<file path="config.mk">
export PLATFORM = sky130hd
export DESIGN_NAME = fifo_uart_tx
export DESIGN_NICKNAME = d
export VERILOG_FILES = /design/src/rtl/uart_pkg.sv /design/src/rtl/uart_baud_gen.sv /design/src/rtl/fifo_uart_tx.sv
export SDC_FILE = /design/constraint.sdc
export NUM_CORES = 1
export LEC_CHECK = 0
export ABC_AREA = 1
export BUFFER_PORTS_ARGS = -buffer_cell sky130_fd_sc_hd__buf_2
export CAP_MARGIN = 10
export CORE_MARGIN = 1
export CORE_UTILIZATION = 58
export CTS_CLUSTER_SIZE = 20
export DETAILED_ROUTE_END_ITERATION = 12
export MAX_ROUTING_LAYER = met4
export PLACE_DENSITY = 0.87
export SLEW_MARGIN = 20
export SYNTH_ARGS = -nofsm -noshare
export SYNTH_HDL_FRONTEND = slang
export SYNTH_SLANG_ARGS = --single-unit
</file>
<file path="constraint.sdc">
create_clock -name clk -period 3.15 [get_ports clk]
set_input_delay 0.945 -clock clk [delete_from_list [all_inputs] [get_ports clk]]
set_output_delay 0.945 -clock clk [all_outputs]
set_load 0.02 [all_outputs]
</file>
<file path="src/rtl/uart_pkg.sv">
// Shared types and defaults for the FIFO-fed UART transmitter.
// The PARITY state exists only when FIFO_UART_TX_PARITY_EN is defined.
package uart_pkg;

  localparam int UART_DATA_WIDTH    = 8;
  localparam int UART_CLKS_PER_BIT  = 868;
  localparam logic UART_IDLE_LEVEL  = 1'b1;

  typedef enum logic [2:0] {
    IDLE   = 3'd0,
    START  = 3'd1,
    DATA   = 3'd2,
`ifdef FIFO_UART_TX_PARITY_EN
    PARITY = 3'd4,
`endif
    STOP   = 3'd3
  } tx_state_e;

endpackage

</file>
<file path="src/rtl/uart_baud_gen.sv">
// Bit-period timer: counts clk cycles and flags the last cycle of each bit.
// Clearing restarts the period so every state or bit begins at count zero.
module uart_baud_gen
  import uart_pkg::*;
#(
  parameter int CLKS_PER_BIT = UART_CLKS_PER_BIT
) (
  input  logic clk,
  input  logic rst,
  input  logic clear,
  output logic bit_done
);

  localparam int CNT_W = $clog2(CLKS_PER_BIT);
  localparam logic [CNT_W-1:0] CNT_LAST = CNT_W'(CLKS_PER_BIT - 1);

  logic [CNT_W-1:0] cnt_q;
  logic [CNT_W-1:0] cnt_d;

  assign bit_done = (cnt_q == CNT_LAST);

  always_comb begin
    cnt_d = cnt_q + CNT_W'(1);
    if (clear || bit_done) begin
      cnt_d = '0;
    end
  end

  always_ff @(posedge clk) begin
    if (rst) begin
      cnt_q <= '0;
    end else begin
      cnt_q <= cnt_d;
    end
  end

endmodule

</file>
<file path="src/rtl/fifo_uart_tx.sv">
// UART transmitter that pops words from a FIFO with combinational read data.
// Define FIFO_UART_TX_PARITY_EN to add an even-parity bit before the stop bit.
module fifo_uart_tx
  import uart_pkg::*;
#(
  parameter int DATA_WIDTH   = UART_DATA_WIDTH,
  parameter int CLKS_PER_BIT = UART_CLKS_PER_BIT
) (
  input  logic                  clk,
  input  logic                  rst,
  input  logic                  fifo_empty,
  input  logic [DATA_WIDTH-1:0] fifo_rd_data,
  output logic                  fifo_rd_en,
  output logic                  tx,
  output logic                  busy
);

  localparam int IDX_W = (DATA_WIDTH > 1) ? $clog2(DATA_WIDTH) : 1;
  localparam logic [IDX_W-1:0] IDX_LAST = IDX_W'(DATA_WIDTH - 1);

  if (DATA_WIDTH == 0) begin : gBadWidth
    $fatal(1, "fifo_uart_tx: DATA_WIDTH must be non-zero");
  end
  if (CLKS_PER_BIT < 2) begin : gBadBaud
    $fatal(1, "fifo_uart_tx: CLKS_PER_BIT must be at least 2");
  end

  tx_state_e             state_q, state_d;
  logic [DATA_WIDTH-1:0] shift_q, shift_d;
  logic [IDX_W-1:0]      bitIdx_q, bitIdx_d;
  logic                  tx_q, tx_d;
  logic                  busy_q;
  logic                  bitDone;
  logic                  baudClear;
  logic                  popReady;
  logic                  popEn;
`ifdef FIFO_UART_TX_PARITY_EN
  logic                  parity_q, parity_d;
`endif

  // Counter restarts whenever we leave or sit in IDLE so each bit is full length.
  assign baudClear = (state_q == IDLE) || (state_d != state_q);

  uart_baud_gen #(
    .CLKS_PER_BIT(CLKS_PER_BIT)
  ) uBaud (
    .clk     (clk),
    .rst     (rst),
    .clear   (baudClear),
    .bit_done(bitDone)
  );

  always_comb begin
    state_d  = state_q;
    shift_d  = shift_q;
    bitIdx_d = bitIdx_q;
    tx_d     = tx_q;
    popReady = 1'b0;
`ifdef FIFO_UART_TX_PARITY_EN
    parity_d = parity_q;
`endif

    case (state_q)
      IDLE: begin
        tx_d     = UART_IDLE_LEVEL;
        popReady = 1'b1;
      end
      START: begin
        if (bitDone) begin
          state_d  = DATA;
          bitIdx_d = '0;
          tx_d     = shift_q[0];
          shift_d  = shift_q >> 1;
        end
      end
      DATA: begin
        if (bitDone) begin
          if (bitIdx_q == IDX_LAST) begin
`ifdef FIFO_UART_TX_PARITY_EN
            state_d = PARITY;
            tx_d    = parity_q;
`else
            state_d = STOP;
            tx_d    = UART_IDLE_LEVEL;
`endif
          end else begin
            bitIdx_d = bitIdx_q + IDX_W'(1);
            tx_d     = shift_q[0];
            shift_d  = shift_q >> 1;
          end
        end
      end
`ifdef FIFO_UART_TX_PARITY_EN
      PARITY: begin
        if (bitDone) begin
          state_d = STOP;
          tx_d    = UART_IDLE_LEVEL;
        end
      end
`endif
      STOP: begin
        if (bitDone) begin
          popReady = 1'b1;
          state_d  = IDLE;
          tx_d     = UART_IDLE_LEVEL;
        end
      end
      default: begin
        state_d = IDLE;
        tx_d    = UART_IDLE_LEVEL;
      end
    endcase

    // A pop overrides the IDLE/STOP outcome and starts the next frame at once.
    popEn = !rst && !fifo_empty && popReady;
    if (popEn) begin
      state_d  = START;
      tx_d     = 1'b0;
      shift_d  = fifo_rd_data;
      bitIdx_d = '0;
`ifdef FIFO_UART_TX_PARITY_EN
      parity_d = ^fifo_rd_data;
`endif
    end
  end

  always_ff @(posedge clk) begin
    if (rst) begin
      state_q  <= IDLE;
      shift_q  <= '0;
      bitIdx_q <= '0;
      tx_q     <= UART_IDLE_LEVEL;
      busy_q   <= 1'b0;
`ifdef FIFO_UART_TX_PARITY_EN
      parity_q <= 1'b0;
`endif
    end else begin
      state_q  <= state_d;
      shift_q  <= shift_d;
      bitIdx_q <= bitIdx_d;
      tx_q     <= tx_d;
      busy_q   <= (state_d != IDLE);
`ifdef FIFO_UART_TX_PARITY_EN
      parity_q <= parity_d;
`endif
    end
  end

  assign fifo_rd_en = popEn;
  assign tx         = tx_q;
  assign busy       = busy_q;

endmodule

</file>
Yosys cells after proc, flatten, opt, wreduce, memory -nomap -nowiden. Cells that the tools add are included.

Reductions and logical operators: 15. Multiplexer cells: 23. Bitwise gates (word level): 0. Add/sub/neg operators: 2. Eq/ne operators: 13. Divide/modulo/power cells: 0. Shift-type cells: 0. $mul: 0. Order comparisons: 0.

Operators by type and width (count): $mux 8 (4); $mux 3 (8); $pmux 8 s2 (1); $pmux 3 s4 (1); $add 10x1->10 const B (1); $eq 10x10->1 const B (1); $ne 3x2->1 const B (3); $reduce_and 4->1 (2); $eq 3x2->1 const B (2); $mux 1 (6); $pmux 3 s2 (1); $reduce_bool 3->1 (2); $ne 2x1->1 const B (2); $reduce_or 2->1 (2); $add 3x1->3 const B (1); $eq 3x1->1 const B (1); $eq 3x3->1 const B (1); $logic_not 3->1 (1); $ne 3x3->1 (1); $ne 3x3->1 const B (1); $pmux 1 s3 (1); $reduce_and 3->1 (1); $logic_and 1x1->1 (2); $logic_not 1->1 (2); 4 further kinds (5).

Memory bits (writable): 0. Bits of input ports: 11. Memories: 0. Register bits: 26. ROM bits: 0. Bits in latches: 0.

Longest topological paths before layout.
Depth in word-level cells: 9. Gate-level depth with buffers: 11. Mapped depth without buffers: 11.

Modules after synthesis. From an unflattened synthesis, not the netlist that was laid out.

Cells, all modules: 190. Area, all modules: 1348.8 µm².

By module, submodules not included: fifo_uart_tx (times used 1, cells an instance 127, area an instance 860.8 µm²); uart_baud_gen (times used 1, cells an instance 63, area an instance 488.0 µm²).

Least setup slack after synthesis. No wires, ideal clock.

Kind: input to output. From: input port rst. To: output port fifo_rd_en. Data required time: 2.205 ns. Stages on the path: 4. Setup slack: 0.527 ns. Arrival: 1.678 ns. Cell sequence: buf_2 -> nor2_1 -> nand2_4 -> inv_2.

Word-level cells in the longest chain between the ends: 3.

Ends and longest elaborated chain: start, declared (line fifo_uart_tx.sv:10) `input logic rst,`; $logic_not 1->1 (line fifo_uart_tx.sv:115) `popEn = !rst && !fifo_empty && popReady;`; $logic_and 1x1->1 (2 in a row) (line fifo_uart_tx.sv:115); end, declared (line fifo_uart_tx.sv:13) `output logic fifo_rd_en,`.

No other way between the ends.

Worst setup path in the final report. Same ends and word-level chain as after synthesis.

==> flow_metrics.py <==
metrics = {
    "placed_design": {
        "dp.cells": 208,
        "hpwlAfterDp_mm": 1.888,
        "pre_cts_slack_ns": 0.3994,
        "globalplace.congestion": 0.8743,
        "port_buffers": 13,
    },
    "power": {
        "power_leakage_nw": 0.6174,
        "p_per_area_mw_per_mm2": 389.7,
        "ir_drop_v": 0.0003716,
    },
    "clocking": {
        "post_cts_resized": 0,
        "cts_sinks": 26,
        "cts_setup_buffers": 0,
        "cts_made_buffers": 3,
        "clk-insertion-delay-late_ns": 0.32,
        "clk_path_buf_depth": 2,
        "cts_htree_levels": 1,
        "cts_tree": "built",
        "cts_hold_repair.buffers": 0,
        "root_buffer": "clkbuf_4",
        "clk_pin_slew_ns": 0.13,
    },
    "sta": {
        "max_freq_mhz": 361.2,
        "final_max_slew_viol_count": 0,
        "setup_tns_ns": 0,
        "fin_crit_ns": 2.768,
        "fin_ws_ns": 0.3817,
        "setup-violations-final": 0,
        "holdWs_ns": 0.4676,
        "min_period_over_period_pct": 87.88,
        "hold_viol": 0,
        "rsz0062_at_grt": "false",
        "clock_skew_ns": 0.001416,
    },
    "grt": {
        "grt_max_degree": 19,
        "antenna_found_initial": 0,
        "grt-ovfl-total": 0,
        "grt_use_total_pct": 22.81,
        "grt_pass1_vias": 981,
        "grt_pass1_wl_mm": 4.071,
    },
    "worst_setup_path": {
        "cpMaxStageDelayCell": "nor2_1",
        "path_cells": "buf_2 -> nor2_1 -> nand2_4 -> inv_2 -> buf_2",
        "rr_worst_depth": 8,
        "cp-end-kind": "output pin",
        "reg2reg_slack_ns": 1.55,
        "cp-start-kind": "primary input",
        "worst-setup-path-type": "in2out",
        "reg2reg_to": "bitIdx_q[2]",
        "cpMostUsedCell": "buf_2",
        "critPathMaxStageDelay_ns": 0.25,
        "worstPathMaxFanout": 18,
        "worstPathRequired_ns": 2.20,
        "worstPathArrival_ns": 1.82,
        "r2r_start": "bitIdx_q[0]",
    },
    "logic_synthesis": {
        "synth_warnings": 0,
        "synth_top_area_share_pct": 40.55,
        "synth_cell_types": 28,
        "ys_seq_area_share_pct": 40.55,
        "ys_ff_latch": 26,
        "syn_area_mm2": 0.001284,
        "postSynthAreaPerCell_um2": 7.596,
        "synthCells": 169,
        "synth_area_leaders": "dfxtp_1 (41%), nand2_1 (10%), nand3_1 (7.0%), nor2_1 (5.3%), a21oi_1 (3.9%)",
        "yosys.area.top_type": "dfxtp_1",
        "syn_nets": 183,
    },
    "detailed_routing": {
        "dr.pass1.iters": 4,
        "drt-vias-per-instance": 5.340,
        "wire_per_inst_um": 11.39,
        "detail-route-antenna-nets": 0,
        "drt_iter0_markers": 35,
        "via_count": 1132,
        "drt_drc_violations_left": 0,
        "wl_mm": 2.414,
    },
    "floorplan": {
        "start_util_pct": 63.49,
        "dieWidth_um": 49.05,
        "boundaryPins": 14,
        "core_mm2": 0.002022,
        "dieArea_mm2": 0.002405,
        "die_h_um": 49.05,
        "row_count": 16,
    },
    "layout": {
        "drive_gt1_share_pct": 21.08,
        "syn_to_final_growth_pct": 9.844,
        "nets": 200,
        "antennaDiodeCount": 0,
        "stdcell_count": 212,
        "fin_util_pct": 69.74,
    },
    "hold_path": {
        "whs_endpoint": "uBaud.cnt_q[0]",
        "hold_depth": 1,
        "hp-class": "reg2reg",
        "hold_path.startpoint": "uBaud.cnt_q[0]",
    },
    "run": {
        "maxCapViolCount": 0,
    },
    "status": {
        "status": "finished, final reports clean",
    },
}
critical path, delay by kind of cell:
kind,cells,cell delay (ns)
buf+inv,3,0.44
simple gates,2,0.44
sequential cells by signal, indices dropped and copies added, names as in the netlist:
register,flops
shift_q,8
uBaud.cnt_q,10
tx,1
state_q,3
busy,1
bitIdx_q,3
Yosys cell counts:
cell and number:
a21oi_1 10, a21oi_2 1, and2_1 1, buf_2 1, buf_6 1, clkinv_4 1, conb_1 1, dfxtp_1 26
ha_1 3, inv_1 11, inv_2 4, nand2_1 35, nand2_2 1, nand2_4 3, nand3_1 18, nand3_2 3
nand3b_1 6, nand4_1 2, nor2_1 18, nor2_2 4, nor3b_1 2, o211ai_1 1, o21ai_0 8, o21ai_2 1
o21ai_4 1, o21bai_1 1, or2_2 2, xor2_1 3
metrics by stage:
stage | power (mW) | cell area, um^2
3_5_place_dp | 0.3914 | 1374
4_1_cts | 0.5537 | 1410
3_3_place_gp | 0.3898 | 1374
2_1_floorplan | 0.3779 | 1284
5_1_grt | 0.5721 | 1410
6_report | 0.5496 | 1410
report_power, final:
| part | switching (mW) | internal, mW |
|---|---|---|
| sequential | 0.00460 | 0.336 |
| clock | 0.0942 | 0.0708 |
| combinational | 0.0265 | 0.0171 |
cell families (layout without fill, tap and decap cells):
| family | Yosys count | count (layout) | share of synthesized area [%] |
|---|---|---|---|
| simple gates | 95 | 95 | 37.04 |
| flops | 26 | 26 | 40.55 |
| compound gates | 23 | 23 | 10.82 |
| buf+inv | 18 | 34 | 6.335 |
| fa+ha+maj | 3 | 3 | 2.924 |
| xor+xnor | 3 | 3 | 2.047 |
| other cells | 1 | 1 | 0.2921 |
worst max-delay path by stage:
stage / cells past startpoint / start / end / slack, ns
detailed placement: 5 / rst / fifo_rd_en / 0.40
CTS: 5 / rst / fifo_rd_en / 0.39
floorplan: 4 / rst / fifo_rd_en / 0.53
global route: 8 / uBaud.cnt_q[0] / fifo_rd_en / 0.30
global placement: 5 / rst / fifo_rd_en / 0.46
finish: 5 / rst / fifo_rd_en / 0.38
per-layer routing:
layer  track usage, %  up-vias  routed length [um]
li1                 -      582                   -
met1            27.13      513                1106
met2            36.57       30                1132
met3            5.607        7                 129
met4            9.804        0                  45
met5                -        -                   0
placed cells by master (no fill, tap or decap), drive strengths merged:
cell / instances
nand3: 21
a21oi: 11
dfxtp: 26
nand2: 39
o211ai: 1
inv: 15
or2: 2
buf: 14
nand3b: 6
nand4: 2
and2: 1
clkinv: 1
o21ai: 10
nor2: 22
nor3b: 2
conb: 1
xor2: 3
ha: 3
clkbuf: 4
o21bai: 1
area by class of cell:
type	count	area, um^2
multi-input cells	125	681.9
flip-flops and latches	26	520.5
clock buffers	4	36.28
repair buffers	14	72.57
inverters	16	65.06
fillers	178	611.8
well taps	27	33.78
No activity file was read; power rests on OpenSTA's default activity.
